`src/rtl/dac_mc_pkg.sv`:
```
// Shared types and helpers for the multi-channel PWM DAC.
// Holds the handshake FSM encoding, source-select encoding and counter range helper.
package dac_mc_pkg;

    typedef enum logic [0:0] {
        HS_IDLE = 1'b0,
        HS_ACK  = 1'b1
    } hs_state_t;

    localparam logic SRC_CPU = 1'b0;
    localparam logic SRC_WG  = 1'b1;

    // Top count of a WIDTH-bit counter (2^WIDTH - 1); the module turns this into CNT_MAX.
    function automatic int cnt_max(input int width);
        return (32'sd1 <<< width) - 32'sd1;
    endfunction

endpackage

```
`src/rtl/pwm_shadow_ch.sv`:
```
// One PWM channel: selects the pending duty source, loads it into the active
// register only on a frame wrap, and produces a registered compare output.
module pwm_shadow_ch
    import dac_mc_pkg::*;
#(
    parameter int WIDTH = 12
) (
    input  logic             clk,
    input  logic             rst,
    input  logic             wrap,
    input  logic             src,
    input  logic [WIDTH-1:0] wg_pend,
    input  logic [WIDTH-1:0] rv_pend,
    input  logic [WIDTH-1:0] cnt,
    output logic             pwm
);

    logic [WIDTH-1:0] pend_s;
    logic [WIDTH-1:0] active_r;
    logic             pwm_r;

    // Pending duty follows the synchronized source selection.
    always_comb begin
        pend_s = rv_pend;
        if (src == SRC_WG) begin
            pend_s = wg_pend;
        end else begin
            pend_s = rv_pend;
        end
    end

    // Shadow load: a new duty never lands mid-frame.
    always_ff @(posedge clk or negedge rst) begin
        if (!rst) begin
            active_r <= {WIDTH{1'b0}};
        end else if (wrap) begin
            active_r <= pend_s;
        end
    end

    // Registered compare keeps the output glitch-free.
    always_ff @(posedge clk or negedge rst) begin
        if (!rst) begin
            pwm_r <= 1'b0;
        end else begin
            pwm_r <= (active_r > cnt);
        end
    end

    assign pwm = pwm_r;

endmodule

```
`src/rtl/dac_mc.sv`:
```
// Multi-channel PWM audio DAC: frame counter, CPU req/ack capture, FIFO sample
// fetch with underflow flag, and NCH double-buffered PWM channels.
module dac_mc
    import dac_mc_pkg::*;
#(
    parameter int NCH    = 2,
    parameter int WIDTH  = 12,
    parameter int CENTER = 0
) (
    input  logic                                     clk,
    input  logic                                     rst,
    input  logic [NCH-1:0]                           src_sel,
    input  logic                                     cpu_req,
    input  logic [((NCH > 1) ? $clog2(NCH) : 1)-1:0] cpu_ch,
    input  logic [WIDTH-1:0]                         cpu_duty,
    output logic                                     cpu_ack,
    input  logic [NCH*WIDTH-1:0]                     fifo_data,
    input  logic                                     fifo_empty,
    output logic                                     fifo_r_en,
    input  logic                                     underflow_clr,
    output logic                                     underflow,
    output logic                                     frame_start,
    output logic [NCH-1:0]                           pwm
);

    localparam int               CHW     = (NCH > 1) ? $clog2(NCH) : 1;
    localparam logic [WIDTH-1:0] CNT_MAX = WIDTH'(cnt_max(WIDTH));

    logic [WIDTH-1:0]            cnt_r;
    logic                        dir_down_r;
    logic                        wrap_s;
    logic                        frame_start_r;
    logic [NCH-1:0]              src_m_r;
    logic [NCH-1:0]              src_s;
    logic                        req_m_r;
    logic                        req_s;
    hs_state_t                   hs_state_r;
    hs_state_t                   hs_state_s;
    logic                        hs_cap_s;
    logic [NCH-1:0][WIDTH-1:0]   rv_pend_r;
    logic [NCH-1:0][WIDTH-1:0]   wg_pend_r;
    logic                        rd_d_r;
    logic                        underflow_r;
    logic                        any_wg_s;
    logic                        r_en_s;
    logic                        uf_set_s;

    // Wrap edge: last cycle of the frame for the selected counter shape.
    always_comb begin
        wrap_s = 1'b0;
        if (CENTER != 0) begin
            wrap_s = dir_down_r && (cnt_r == WIDTH'(1));
        end else begin
            wrap_s = (cnt_r == CNT_MAX);
        end
    end

    // Frame counter: sawtooth, or triangle that turns at CNT_MAX and at 0.
    always_ff @(posedge clk or negedge rst) begin
        if (!rst) begin
            cnt_r      <= {WIDTH{1'b0}};
            dir_down_r <= 1'b0;
        end else if (CENTER == 0) begin
            cnt_r      <= cnt_r + WIDTH'(1);
            dir_down_r <= 1'b0;
        end else if (!dir_down_r) begin
            if (cnt_r == CNT_MAX) begin
                cnt_r      <= CNT_MAX - WIDTH'(1);
                dir_down_r <= 1'b1;
            end else begin
                cnt_r <= cnt_r + WIDTH'(1);
            end
        end else begin
            if (cnt_r == WIDTH'(1)) begin
                cnt_r      <= {WIDTH{1'b0}};
                dir_down_r <= 1'b0;
            end else begin
                cnt_r <= cnt_r - WIDTH'(1);
            end
        end
    end

    // Two-flop synchronizers for the asynchronous source select and request.
    always_ff @(posedge clk or negedge rst) begin
        if (!rst) begin
            src_m_r <= {NCH{1'b0}};
            src_s   <= {NCH{1'b0}};
            req_m_r <= 1'b0;
            req_s   <= 1'b0;
        end else begin
            src_m_r <= src_sel;
            src_s   <= src_m_r;
            req_m_r <= cpu_req;
            req_s   <= req_m_r;
        end
    end

    // Handshake state register.
    always_ff @(posedge clk or negedge rst) begin
        if (!rst) begin
            hs_state_r <= HS_IDLE;
        end else begin
            hs_state_r <= hs_state_s;
        end
    end

    // Handshake next state; capture fires on the IDLE->ACK transition only.
    always_comb begin
        hs_state_s = hs_state_r;
        hs_cap_s   = 1'b0;
        case (hs_state_r)
            HS_IDLE: begin
                if (req_s) begin
                    hs_state_s = HS_ACK;
                    hs_cap_s   = 1'b1;
                end else begin
                    hs_state_s = HS_IDLE;
                end
            end
            HS_ACK: begin
                if (!req_s) begin
                    hs_state_s = HS_IDLE;
                end else begin
                    hs_state_s = HS_ACK;
                end
            end
            default: begin
                hs_state_s = HS_IDLE;
            end
        endcase
    end

    // CPU pending duties; an out-of-range channel is acked but matches no slot.
    always_ff @(posedge clk or negedge rst) begin
        if (!rst) begin
            rv_pend_r <= {(NCH*WIDTH){1'b0}};
        end else begin
            for (int c = 0; c < NCH; c++) begin
                if (hs_cap_s && (cpu_ch == CHW'(c))) begin
                    rv_pend_r[c] <= cpu_duty;
                end
            end
        end
    end

    assign any_wg_s = (src_s != {NCH{SRC_CPU}});
    assign r_en_s   = frame_start_r && !fifo_empty && any_wg_s;
    assign uf_set_s = frame_start_r && fifo_empty && any_wg_s;

    // Frame strobe, FIFO capture one cycle after the read, sticky underflow.
    always_ff @(posedge clk or negedge rst) begin
        if (!rst) begin
            frame_start_r <= 1'b0;
            rd_d_r        <= 1'b0;
            wg_pend_r     <= {(NCH*WIDTH){1'b0}};
            underflow_r   <= 1'b0;
        end else begin
            frame_start_r <= wrap_s;
            rd_d_r        <= r_en_s;
            if (rd_d_r) begin
                wg_pend_r <= fifo_data;
            end
            if (uf_set_s) begin
                underflow_r <= 1'b1;
            end else if (underflow_clr) begin
                underflow_r <= 1'b0;
            end
        end
    end

    assign cpu_ack     = (hs_state_r == HS_ACK);
    assign fifo_r_en   = r_en_s;
    assign underflow   = underflow_r;
    assign frame_start = frame_start_r;

    for (genvar c = 0; c < NCH; c++) begin : g_ch
        pwm_shadow_ch #(
            .WIDTH(WIDTH)
        ) u_ch (
            .clk    (clk),
            .rst    (rst),
            .wrap   (wrap_s),
            .src    (src_s[c]),
            .wg_pend(wg_pend_r[c]),
            .rv_pend(rv_pend_r[c]),
            .cnt    (cnt_r),
            .pwm    (pwm[c])
        );
    end

endmodule

```
`config.mk`:
```
export PLATFORM = sky130hd
export DESIGN_NAME = dac_mc
export DESIGN_NICKNAME = d
export VERILOG_FILES = /design/src/rtl/dac_mc_pkg.sv /design/src/rtl/pwm_shadow_ch.sv /design/src/rtl/dac_mc.sv
export SDC_FILE = /design/constraint.sdc
export NUM_CORES = 1
export LEC_CHECK = 0
export CAP_MARGIN = 20
export CELL_PAD_IN_SITES_DETAIL_PLACEMENT = 0
export CELL_PAD_IN_SITES_GLOBAL_PLACEMENT = 1
export CORE_ASPECT_RATIO = 2
export CORE_UTILIZATION = 45
export CTS_BUF_LIST = sky130_fd_sc_hd__clkbuf_4 sky130_fd_sc_hd__clkbuf_8 sky130_fd_sc_hd__clkbuf_16
export CTS_CLUSTER_SIZE = 20
export DETAILED_ROUTE_END_ITERATION = 7
export PLACE_DENSITY = 0.83
export SLEW_MARGIN = 20
export SYNTH_ARGS = -nofsm -noshare
export SYNTH_HDL_FRONTEND = slang
export SYNTH_SLANG_ARGS = --single-unit
```
`constraint.sdc`:
```
create_clock -name clk -period 2.56 [get_ports clk]
set_clock_uncertainty 0.1 [all_clocks]
set_input_delay 0.256 -clock clk [delete_from_list [all_inputs] [get_ports clk]]
set_output_delay 0.256 -clock clk [all_outputs]
set_load 0.02 [all_outputs]
```
* Word-level counts from Yosys, hierarchy flattened
Cells that the tools add are included.
** Word-level totals
- Output and inout bits :: 6
- Input port bits :: 44
- Bits in registers :: 96
** Operators by class
- Order comparisons :: 2
- Mux-type cells :: 6
- Bitwise operators :: 1
- Reductions and logical operators :: 9
- Add/subtract/negate cells :: 1
- Equal/unequal tests :: 1
** Operators by type and width (count)
- $gt A12 B12 Y1 :: 2
- $mux W12 :: 2
- $add A12 B1 Y12 const B :: 1
- $eq A12 B12 Y1 const B :: 1
- $logic_and A1 B1 Y1 :: 6
- $mux W1 :: 4
- $reduce_bool A2 Y1 :: 2
- $logic_not A1 Y1 :: 1
- $not A1 Y1 :: 1

* Logic depth before layout (Yosys ltp)
- Word-level depth :: 3
- Gate-level depth with buffers :: 7

* Hierarchy
A second synthesis with hierarchy kept.
** Second synthesis, totals
- Cell total of the unflattened synthesis :: 348
- Area total of the unflattened synthesis :: 4324.1 sq um
** Modules (own cells, without submodules)
- dac_mc :: area each 2597.5 sq um, instances 1, cells each 160, seq. area each 1751.7 sq um
- pwm_shadow_ch :: area each 863.3 sq um, instances 2, cells each 94, seq. area each 325.3 sq um

* Worst setup path before layout
OpenSTA, ideal clock, no wires.
- Kind :: register to register
- Start :: register cnt_r[0]
- End :: register g_ch[1].u_ch.active_r[10]
- Arrival time :: 1.665 ns
- Path slack :: 0.672 ns
- Period minus slack after synthesis :: 1.888 ns
- Path buffers :: 2
- Required time :: 2.337 ns
- Library setup time :: 0.123 ns
- Cell stages (with the launch flop) :: 8
- Cell sequence :: dfrtp_1 > ha_1 > and4_1 > or4b_4 > buf_6 > buf_6 > nand2_1 > o21ai_1
** Between the ends
- Word-level cells in the longest chain between the ends :: 1
** Ends and longest elaborated chain
- start, declared :: RTL line dac_mc.sv:29 : logic [WIDTH-1:0] cnt_r;
- start signal, assigned :: RTL line dac_mc.sv:61 : cnt_r <= {WIDTH{1'b0}};
- start signal, assigned :: RTL line dac_mc.sv:64 : cnt_r <= cnt_r + WIDTH'(1);
- start signal, assigned :: RTL line dac_mc.sv:68 : cnt_r <= CNT_MAX - WIDTH'(1);
- $eq A12 B12 Y1
- end signal, assigned :: RTL line pwm_shadow_ch.sv:35 : active_r <= {WIDTH{1'b0}};
- end signal, assigned :: RTL line pwm_shadow_ch.sv:37 : active_r <= pend_s;
- end, declared :: RTL line pwm_shadow_ch.sv:19 : logic [WIDTH-1:0] active_r;
Every way passes these cells.
A chain may end at the register's enable or synchronous reset.

* Final worst setup path
- Start :: register src_s[1]
- End :: output fifo_r_en
** Between the ends
- Word-level cells in the longest chain between the ends :: 2
** Ends and longest elaborated chain
- start, declared :: RTL line dac_mc.sv:34 : logic [NCH-1:0] src_s;
- start signal, assigned :: RTL line dac_mc.sv:87 : src_s <= {NCH{1'b0}};
- start signal, assigned :: RTL line dac_mc.sv:92 : src_s <= src_m_r;
- $reduce_bool A2 Y1 :: RTL line dac_mc.sv:146 : assign any_wg_s = (src_s != {NCH{SRC_CPU}});
- $logic_and A1 B1 Y1 :: RTL line dac_mc.sv:147 : assign r_en_s = frame_start_r && !fifo_empty && any_wg_s;
- end, declared :: RTL line dac_mc.sv:19 : output logic fifo_r_en,
Every way passes these cells.

==> flow_summary.json <==
{
  "status": "completed",
  "io_pins": 50,
  "p_leak_nw": 2.36,
  "period_minus_slack_ns": 2.23,
  "synth_ff_type": "dfrtp_1",
  "core-area_mm2": 0.00926,
  "p_per_area_mw_per_mm2": 631,
  "clockBufferDepth": 2,
  "min_path_type": "reg -> reg",
  "grtUsageTotal_pct": 18.0,
  "die_x_um": 70.9,
  "area_delta_synth_final_pct": 21.2,
  "wl_per_cell_um": 15.8,
  "finalWeightedCongestion": 0.827,
  "htreeDepth": 3,
  "hold_start": "src_m_r[1]",
  "syn_avg_cell_area_um2": 12.6,
  "start_util_pct": 46.1,
  "arrival_ns": 1.88,
  "worstHoldEndpoint": "src_s[1]",
  "crit_type": "reg -> out",
  "p_int_w": 0.00256,
  "synthCells": 340,
  "antenna_found_initial": 0,
  "antenna_cells": 0,
  "via_per_inst": 5.27,
  "r2r-end": "g_ch[0].u_ch.active_r[4]",
  "synth_warnings": 0,
  "worstSetupEndpointType": "primary output",
  "overflow": 0,
  "power.total_w": 0.00326,
  "hold_depth": 0,
  "grt_max_degree": 50,
  "hpwl_mm": 5.99,
  "min_period_over_period_pct": 87.2,
  "drc": 0,
  "yosys-top-cells-area": "dfrtp_1 (56%), mux2_2 (13%), ha_1 (7.3%)",
  "worstPathMaxFanout": 2,
  "rows": 50,
  "drt_iter0_drc": 144,
  "numCtsBuffers": 9,
  "postCtsResizedCells": 0,
  "place_ws_ns": 0.475,
  "p_sw_w": 0.000702,
  "yosysTopAreaCell": "dfrtp_1",
  "synth-seq-cells": 96,
  "cp-start-kind": "register",
  "setup_viol": 0,
  "cts_tree": "done",
  "ant_nets": 0,
  "cts_sinks": 96,
  "setup_ws_ns": 0.328,
  "num_vias": 2637,
  "synth_nets": 409,
  "tightest_slew_ns": 0.714,
  "grt_pass1_wl_mm": 13.6,
  "fin_tns_setup_ns": 0,
  "p_comb_share_pct": 7.9,
  "r2r_slack_ns": 0.44,
  "drv_slew": 0,
  "timing.rr.start": "cnt_r[0]",
  "clock-root-buffer": "clkbuf_16",
  "drive_gt1_share_pct": 18.4,
  "maxCapViolCount": 0,
  "die-area_mm2": 0.00990,
  "yosys.area.top_type_share_pct": 56.3,
  "synthArstFlopShare_pct": 100,
  "r2r.worst_path.cells": 5,
  "fillers": 792,
  "clock.fmax_mhz": 448,
  "whs_ns": 0.249,
  "synth.distinct_cells": 32,
  "synth_edf_count": 0,
  "synth_most_common_cell": "dfrtp_1",
  "seq_area_frac_synth_pct": 56.3,
  "swShare_pct": 21.5,
  "clk_pin_slew_ns": 0.06,
  "numPortBuffers": 49,
  "critical_path_required_ns": 2.20,
  "die_h_um": 140,
  "clk_latency_ns": 0.33,
  "hold_violations": 0,
  "num-nets-final": 460,
  "netlist_top_cells_count": "dfrtp_1 (96), mux2_2 (48), nand2_1 (31), ha_1 (25), mux2i_1 (24)",
  "pwr-share-seq_pct": 51.0,
  "peakVddDrop_v": 0.000533,
  "rsz0062_at_grt": "no",
  "totalWireLength_mm": 7.89,
  "grt_pass1_vias": 2799,
  "dr.pass1.iters": 6,
  "syn_area_mm2": 0.00427,
  "clockPowerShare_pct": 41.1,
  "max_slew_margin_pct": 52.2
}
-- state kept, by name, indices dropped and copies added (netlist names) --
register and count:
g_ch.u_ch.active_r 24, cnt_r 12, req_s 1, wg_pend_r 24, cpu_ack 1, src_m_r 2
src_s 2, underflow 1, frame_start 1, rd_d_r 1, req_m_r 1, rv_pend_r 24
g_ch.u_ch.pwm 2
-- worst max-delay path by stage --
stage / from / end / slack (ns) / cells after the start
after floorplan: cnt_r[0] / g_ch[1].u_ch.active_r[10] / 0.67 / 7
after detailed placement: cnt_r[0] / g_ch[0].u_ch.active_r[4] / 0.47 / 5
after global routing: src_s[1] / fifo_r_en / 0.25 / 3
after CTS: src_s[1] / fifo_r_en / 0.26 / 3
final: src_s[1] / fifo_r_en / 0.33 / 3
after global placement: cnt_r[0] / g_ch[1].u_ch.active_r[11] / 0.53 / 5
-- power groups by stage --
stage	clock [W]	combinational (W)	sequential [W]
after floorplan	0	0.000134	0.00167
after global placement	0	0.000256	0.00169
after detailed placement	0	0.000264	0.00169
after CTS	0.00138	0.000265	0.00166
after global routing	0.00144	0.000286	0.00167
final	0.00134	0.000258	0.00166
-- stage by stage --
| step | cells | area (um^2) | utilization, % |
|---|---|---|---|
| global placement | 483 | 4860 | 52.5 |
| floorplan | 340 | 4270 | - |
| finish | 500 | 5180 | 55.9 |
| global route | 500 | 5180 | 55.9 |
| CTS | 500 | 5180 | 55.9 |
| detailed placement | 483 | 4860 | 52.5 |
-- worst max-delay path, cell delays in order, from the launching register on --
cell             delay, ns
dfrtp_1               0.41
o21ai_0               0.45
nor2_1                0.12
clkdlybuf4s50_1       0.57
-- area by class of cell --
class | instances | area, um^2 | share of cell area [%]
clock inverters | 6 | 65.1 | 1.26
well taps | 104 | 130 | 2.51
clock buffers | 10 | 239 | 4.62
inverters | 17 | 63.8 | 1.23
flip-flops and latches | 96 | 2400 | 46.4
multi-input cells | 211 | 1720 | 33.2
repair buffers | 56 | 556 | 10.7
-- what timing repair did --
item	CTS	global route
endpoints found under the setup margin	0	0
endpoints found under the hold margin	47	0
hold buffers	1	0
buffers inserted	0	0
-- cell usage in the layout, fill, tap and decap left out, drive strengths merged, types with 3 or more instances in the layout --
cell type      count
dfrtp             96
mux2              48
clkdlybuf4s50     48
nand2             31
o21ai             27
ha                25
mux2i             24
inv               19
a21oi             10
clkbuf            10
nand4              9
xnor2              9
buf                7
nand3              5
nor3               3
-- cells by family (layout without fill, tap and decap cells) --
group                      count (synthesis)  in the layout  share of synthesized area (%)
DFF                                       96             96                           56.3
muxes                                     72             72                           18.3
and+or+nand+nor                           60             60                           6.98
AOI/OAI and AO/OA                         44             44                           5.54
buffers and inverters                     33             89                           3.55
adders and majority gates                 25             25                           7.33
xor gates and xnor gates                  10             10                           2.05
-- routing by layer --
layer	GRT usage, %	vias to the layer above	part of all wire, %
li1	-	1296	-
met1	21.4	1291	41
met2	31.0	42	54
met3	3.91	8	2.3
met4	7.79	0	2.4
met5	0	-	0
Note: power is estimated with default switching activity, not from simulation.
